`config.mk`:
```
export PLATFORM = sky130hd
export DESIGN_NAME = image_three2window
export DESIGN_NICKNAME = d
export VERILOG_FILES = /design/src/rtl/image_three2window.sv
export SDC_FILE = /design/constraint.sdc
export NUM_CORES = 1
export LEC_CHECK = 0
export BUFFER_PORTS_ARGS = -buffer_cell sky130_fd_sc_hd__buf_4
export CORE_ASPECT_RATIO = 2
export CORE_UTILIZATION = 50
export DETAILED_ROUTE_END_ITERATION = 16
export GPL_TIMING_DRIVEN = 0
export PLACE_DENSITY = 0.74
export SLEW_MARGIN = 20
export SYNTH_ARGS = -nofsm -noshare
export SYNTH_HDL_FRONTEND = slang
export SYNTH_SLANG_ARGS = --single-unit
```
`constraint.sdc`:
```
create_clock -name clk -period 2.85 [get_ports clk]
set_input_delay 0.285 -clock clk [delete_from_list [all_inputs] [get_ports clk]]
set_output_delay 0.285 -clock clk [all_outputs]
set_load 0.01 [all_outputs]
```
`src/rtl/image_three2window.sv`:
```
// 3x3 window assembler: reads one padded row-triple column by column from the line buffer and streams windows.
// Optional stride-2 emission is enabled by defining IMAGE_WINDOW_STRIDE2_EN.
`ifndef IMAGE_WIDTH_DATA
`define IMAGE_WIDTH_DATA 8
`endif

module image_three2window #(
    parameter int WIDTH     = `IMAGE_WIDTH_DATA,
    parameter int RD_LAT    = 2,
    parameter int RET_DEPTH = 4
) (
    input  logic               clk,
    input  logic               rst,
    input  logic               Start_Row,
    input  logic [9:0]         Row_Num_After_Padding,
`ifdef IMAGE_WINDOW_STRIDE2_EN
    input  logic               Stride,
`endif
    output logic [9:0]         S_Addr,
    input  logic [3*WIDTH-1:0] S_Data,
    output logic               Busy,
    output logic [9*WIDTH-1:0] M_Data,
    output logic               M_Valid,
    input  logic               M_Ready,
    output logic               M_Last
);

    localparam int CW = $clog2(RET_DEPTH + 1);
    localparam int PW = $clog2(RET_DEPTH);

    typedef enum logic [1:0] {IDLE, READ, DRAIN} state_t;

    state_t               state_q, state_d;
    logic [9:0]           n_q, rd_cnt_q, pop_cnt_q, s_addr_q;
    logic                 stride_q;
    logic [RD_LAT-1:0]    dly_q;
    logic [3*WIDTH-1:0]   fifo_q [RET_DEPTH];
    logic [PW-1:0]        wr_ptr_q, rd_ptr_q;
    logic [CW-1:0]        cnt_q;
    logic [1:0]           cols_q;
    logic [3*WIDTH-1:0]   c0_q, c1_q;
    logic [9*WIDTH-1:0]   m_data_q;
    logic                 m_valid_q, m_last_q, last_acc_q;

    logic [7:0]           occ;
    logic                 issue, push, pop, emit, accept, done;
    logic [3*WIDTH-1:0]   head;
    logic [9*WIDTH-1:0]   window;
    logic [9:0]           last_col;

    function automatic logic [PW-1:0] ptr_inc(input logic [PW-1:0] p);
        return (p == PW'(RET_DEPTH - 1)) ? '0 : p + PW'(1);
    endfunction

    // Credit counts reads still in the delay line plus entries already queued.
    always_comb begin
        occ = 8'(cnt_q);
        for (int i = 0; i < RD_LAT; i++) occ = occ + 8'(dly_q[i]);
    end

    always_comb begin
        issue    = (state_q == READ) && (n_q >= 10'd3) && (occ < 8'(RET_DEPTH));
        push     = dly_q[RD_LAT-1];
        head     = fifo_q[rd_ptr_q];
        pop      = (cnt_q != '0) && ((cols_q != 2'd2) || !m_valid_q || M_Ready);
        emit     = pop && (cols_q == 2'd2) && (!stride_q || !pop_cnt_q[0]);
        last_col = stride_q ? ((n_q - 10'd1) & ~10'd1) : (n_q - 10'd1);
        accept   = m_valid_q && M_Ready;
        done     = (state_q == DRAIN) && (pop_cnt_q == n_q) &&
                   (last_acc_q || (accept && m_last_q));
        window   = '0;
        for (int r = 0; r < 3; r++) begin
            window[(r*3+0)*WIDTH +: WIDTH] = c0_q[r*WIDTH +: WIDTH];
            window[(r*3+1)*WIDTH +: WIDTH] = c1_q[r*WIDTH +: WIDTH];
            window[(r*3+2)*WIDTH +: WIDTH] = head[r*WIDTH +: WIDTH];
        end
    end

    always_comb begin
        state_d = state_q;
        case (state_q)
            IDLE:  if (Start_Row) state_d = READ;
            READ: begin
                if (n_q < 10'd3)                             state_d = IDLE;
                else if (issue && (rd_cnt_q == n_q - 10'd1)) state_d = DRAIN;
            end
            DRAIN: if (done) state_d = IDLE;
            default: state_d = IDLE;
        endcase
    end

    always_ff @(posedge clk) begin
        if (!rst) state_q <= IDLE;
        else      state_q <= state_d;
    end

    always_ff @(posedge clk) begin
        if (!rst) begin
            n_q        <= '0;
            rd_cnt_q   <= '0;
            pop_cnt_q  <= '0;
            s_addr_q   <= '0;
            stride_q   <= 1'b0;
            dly_q      <= '0;
            wr_ptr_q   <= '0;
            rd_ptr_q   <= '0;
            cnt_q      <= '0;
            cols_q     <= '0;
            c0_q       <= '0;
            c1_q       <= '0;
            m_data_q   <= '0;
            m_valid_q  <= 1'b0;
            m_last_q   <= 1'b0;
            last_acc_q <= 1'b0;
            for (int i = 0; i < RET_DEPTH; i++) fifo_q[i] <= '0;
        end else begin
            if ((state_q == IDLE) && Start_Row) begin
                n_q        <= Row_Num_After_Padding;
                rd_cnt_q   <= '0;
                pop_cnt_q  <= '0;
                last_acc_q <= 1'b0;
`ifdef IMAGE_WINDOW_STRIDE2_EN
                stride_q   <= Stride;
`else
                stride_q   <= 1'b0;
`endif
            end

            if (issue) begin
                s_addr_q <= rd_cnt_q;
                rd_cnt_q <= rd_cnt_q + 10'd1;
            end

            dly_q[0] <= issue;
            for (int i = 1; i < RD_LAT; i++) dly_q[i] <= dly_q[i-1];

            if (push) begin
                fifo_q[wr_ptr_q] <= S_Data;
                wr_ptr_q         <= ptr_inc(wr_ptr_q);
            end

            case ({push, pop})
                2'b10:   cnt_q <= cnt_q + CW'(1);
                2'b01:   cnt_q <= cnt_q - CW'(1);
                default: cnt_q <= cnt_q;
            endcase

            if (pop) begin
                rd_ptr_q  <= ptr_inc(rd_ptr_q);
                c0_q      <= c1_q;
                c1_q      <= head;
                pop_cnt_q <= pop_cnt_q + 10'd1;
                if (cols_q != 2'd2) cols_q <= cols_q + 2'd1;
            end

            // Output slot holds its contents until the downstream takes it.
            if (emit) begin
                m_data_q  <= window;
                m_valid_q <= 1'b1;
                m_last_q  <= (pop_cnt_q == last_col);
            end else if (accept) begin
                m_valid_q <= 1'b0;
                m_last_q  <= 1'b0;
            end

            if (accept && m_last_q) last_acc_q <= 1'b1;

            if (done) begin
                cols_q <= '0;
                c0_q   <= '0;
                c1_q   <= '0;
            end
        end
    end

    assign S_Addr  = issue ? rd_cnt_q : s_addr_q;
    assign Busy    = (state_q != IDLE);
    assign M_Data  = m_data_q;
    assign M_Valid = m_valid_q;
    assign M_Last  = m_last_q;

endmodule

```
==> impl_results.md <==
- Clock Path Buffers: 3
- Post-route minimum period: 2.76 ns
- Latest clock arrival within the worst-skew pair: 0.53 ns
- Num rows: 77
- Count of final setup violators: 0
- Pins Over Slew Limit: 0
- Net count after synthesis: 1199
- Initial drt markers: 350
- WS Path Type: flop to output pin
- Placement Cell Area: 12700 sq um
- TritonRoute pass-1 iters: 7
- WL final: 29600 um
- Mapped Cells: 1151
- Area delta synth->final: 19.8%
- Slowest-stage cell, CP: dfxtp_2
- Reg2Reg Depth: 12
- Pleak: 5.22 nW
- Hold path depth: 3
- Crit path largest cell delay: 0.38 ns
- Antenna-violating nets left: 0
- Worst Setup End Kind: output pin
- Fin crit share: 96.8%
- Max Cap Violations: 0
- Stages on the worst setup path: 8
- Most frequent cells in the layout: nand2_1 (280), dfxtp_1 (175), a21oi_1 (160)
- Critical-path cell list: nor4_4 -> and3_4 -> buf_6 -> or2_1 -> buf_6 -> buf_8 -> mux2_1 -> buf_4
- Peak VDD IR: 0.000864 V
- Initial Util: 51.2%
- Clock sink count: 274
- Critical path launch point type: flop
- Syn_area_per_cell: 9.90 sq um
- Fin. Hold Viols: 0
- Skew final: 0.0134 ns
- Most used cell, CP: buf_6
- Buffers & Inverters on Critical Path: 4
- Layout cell share with drive strength beyond 1: 16.5%
- Design area: 13700 sq um
- Power density over cell area: 782 nW/um^2
- Inserted Clock Buffers: 24
- # fillers: 1896
- DR vias/cell: 5.51
- Die W: 109 um
- Global route overflow: 0
- Tot Pwr: 10.7 mW
- Worst Path Max Fanout: 10
- Initial antenna violation count: 0
- Area of the mapped netlist: 11400 sq um
- Register area share after synthesis: 56.6%
- Synth Warn #: 0
- Slew at the pin closest to its max-slew limit: 0.798 ns
- FMAX: 363 MHz
- Synthesized flop and latch total: 274
- I/O pins: 123
- Synth cell types: 61
- PortBufs: 122
- Register area: 6450 sq um
- Main synth FF type: dfxtp_1
- # nets final: 1359
- Wirelength per Cell: 18.5 um
- Rel. slew slack: 45.4%
- Arr. time, crit path: 2.47 ns
- Dpl hpwl: 21500 um
- Chip height: 215 um
- H-tree depth: 1
- Largest net degree at the start of global routing: 25
- ANT cells: 0
- DRC viols: 0
- Reg clk slew, reported paths: 0.06 ns
- First-pass GRT wire length: 45400 um
- Required time at the worst-slack endpoint: 2.57 ns
- Vias: 8830
- Hold Path Class: input port to flop
- Core area: 22300 sq um
- Number of global-route vias before repair: 8609
- Commonest non-fill, non-tap cell in the layout: nand2_1
- RD Place Congestion: 0.904
- Gr usage total: 25.6%
- Setup repair after global routing missed its margin: true
- Clock root buffer: clkbuf_16
- Multi-input combinational cell area: 4580 sq um
- Status: complete, no violations
- CTS tree: built
- Cell family with most CP delay: simple AND/OR/NAND/NOR gates
- Post-synth EDFFs: 96
- Die Footprint: 23400 sq um
- Synth async-reset ratio: 0%
-- power by group --
| part | switching, mW | internal [mW] |
|---|---|---|
| clock | 1.44 | 1.98 |
| sequential | 0.249 | 4.39 |
| combinational | 1.68 | 0.934 |
-- worst reg2reg max path: stages (launching register included) --
cell      delay, ns
dfxtp_1        0.36
inv_1          0.06
ha_1           0.24
a21o_1         0.17
clkbuf_1       0.20
inv_4          0.12
clkbuf_4       0.22
ha_1           0.21
inv_1          0.06
fa_1           0.38
xor2_1         0.16
or3_1          0.31
a21oi_1        0.15
-- cell families (layout without fill, tap and decap cells) --
group | Yosys count | after routing | synth area share, %
AND/OR/NAND/NOR | 497 | 497 | 20.5
flip-flops | 274 | 274 | 56.6
multiplexers | 38 | 38 | 6.11
buffers and inverters | 98 | 274 | 3.47
AO/OA/AOI/OAI | 205 | 205 | 9.95
adder cells (fa/ha/maj) | 10 | 10 | 1.16
XOR/XNOR | 29 | 29 | 2.23
-- synthesized netlist by cell type (3+ instances only) --
library cell | n | area share, %
a2111oi_0 | 3 | 0.23
a211oi_1 | 5 | 0.33
a21oi_1 | 161 | 7.1
a311oi_1 | 3 | 0.23
and2_1 | 85 | 4.7
and3_1 | 28 | 1.5
buf_1 | 4 | 0.13
buf_2 | 7 | 0.31
clkbuf_1 | 73 | 2.4
dfxtp_1 | 178 | 31
edfxtp_1 | 96 | 25
ha_1 | 9 | 0.99
inv_1 | 10 | 0.33
mux2_1 | 11 | 1.1
mux4_2 | 24 | 4.7
nand2_1 | 281 | 9.3
nand2b_1 | 7 | 0.38
nand3_1 | 16 | 0.70
nand3b_1 | 3 | 0.20
nand4_1 | 5 | 0.27
nor2_1 | 30 | 0.99
nor3_1 | 17 | 0.75
nor3b_1 | 4 | 0.26
nor4_1 | 3 | 0.16
o21ai_0 | 10 | 0.44
o21ai_1 | 3 | 0.13
o311ai_1 | 3 | 0.23
or4_1 | 4 | 0.26
xnor2_1 | 9 | 0.69
xor2_1 | 20 | 1.5
-- stage by stage --
stage	setup WS (ns)	util, %	instances	hold slack, ns	setup TNS [ns]
detailed placement	-0.520	56.9	1549	0.443	-0.813
CTS	0.00453	61.2	1600	0.00307	0
global route	-0.00813	61.3	1603	0.0124	-0.00813
floorplan	0.0643	-	1151	0.421	0
finish	0.0925	61.3	1603	0.0103	0
global placement	-0.486	56.9	1549	0.437	-20.94
-- registers in the layout (all words and copies together), names as in the netlist, 3 cells and up, named ones only --
name / count
fifo_q: 96
M_Data: 72
c0_q: 24
c1_q: 24
n_q: 10
pop_cnt_q: 10
rd_cnt_q: 10
s_addr_q: 10
cnt_q: 3
-- final cells by class --
type / count / area share, %
sequential: 274 / 47.2
inverter: 11 / 0.321
clock inverter: 10 / 0.990
buffer: 85 / 2.66
multi-input combinational: 779 / 33.6
clock buffer: 32 / 5.07
tap: 276 / 2.53
timing repair buffer: 136 / 7.61
-- worst paths after layout --
check        slack [ns]                       to                      from
min reg2reg        0.45  last_acc_q$_SDFFE_PN0P_   last_acc_q$_SDFFE_PN0P_
max reg2reg        0.14    cnt_q[2]$_SDFFE_PN0P_    cols_q[0]$_SDFFE_PP0P_
max                0.09                S_Addr[8]       n_q[6]$_SDFFE_PN0P_
min                0.01      n_q[1]$_SDFFE_PN0P_  Row_Num_After_Padding[1]
-- per-layer routing --
| metal | GRT usage (%) | routed length (um) |
|---|---|---|
| met1 | 25.9 | 10300 |
| met2 | 48.9 | 16400 |
| met3 | 2.75 | 1240 |
| met4 | 14.3 | 1630 |
| met5 | 0 | 0 |
-- what timing repair did --
action,4_1_cts,5_1_grt
pin swaps,3,0
setup endpoints to repair,13,10
endpoints found under the hold margin,7,0
gates cloned,0,0
setup buffers,4,3
resized for setup,10,4
hold buffers,7,0
No activity file was read; power rests on OpenSTA's default activity.
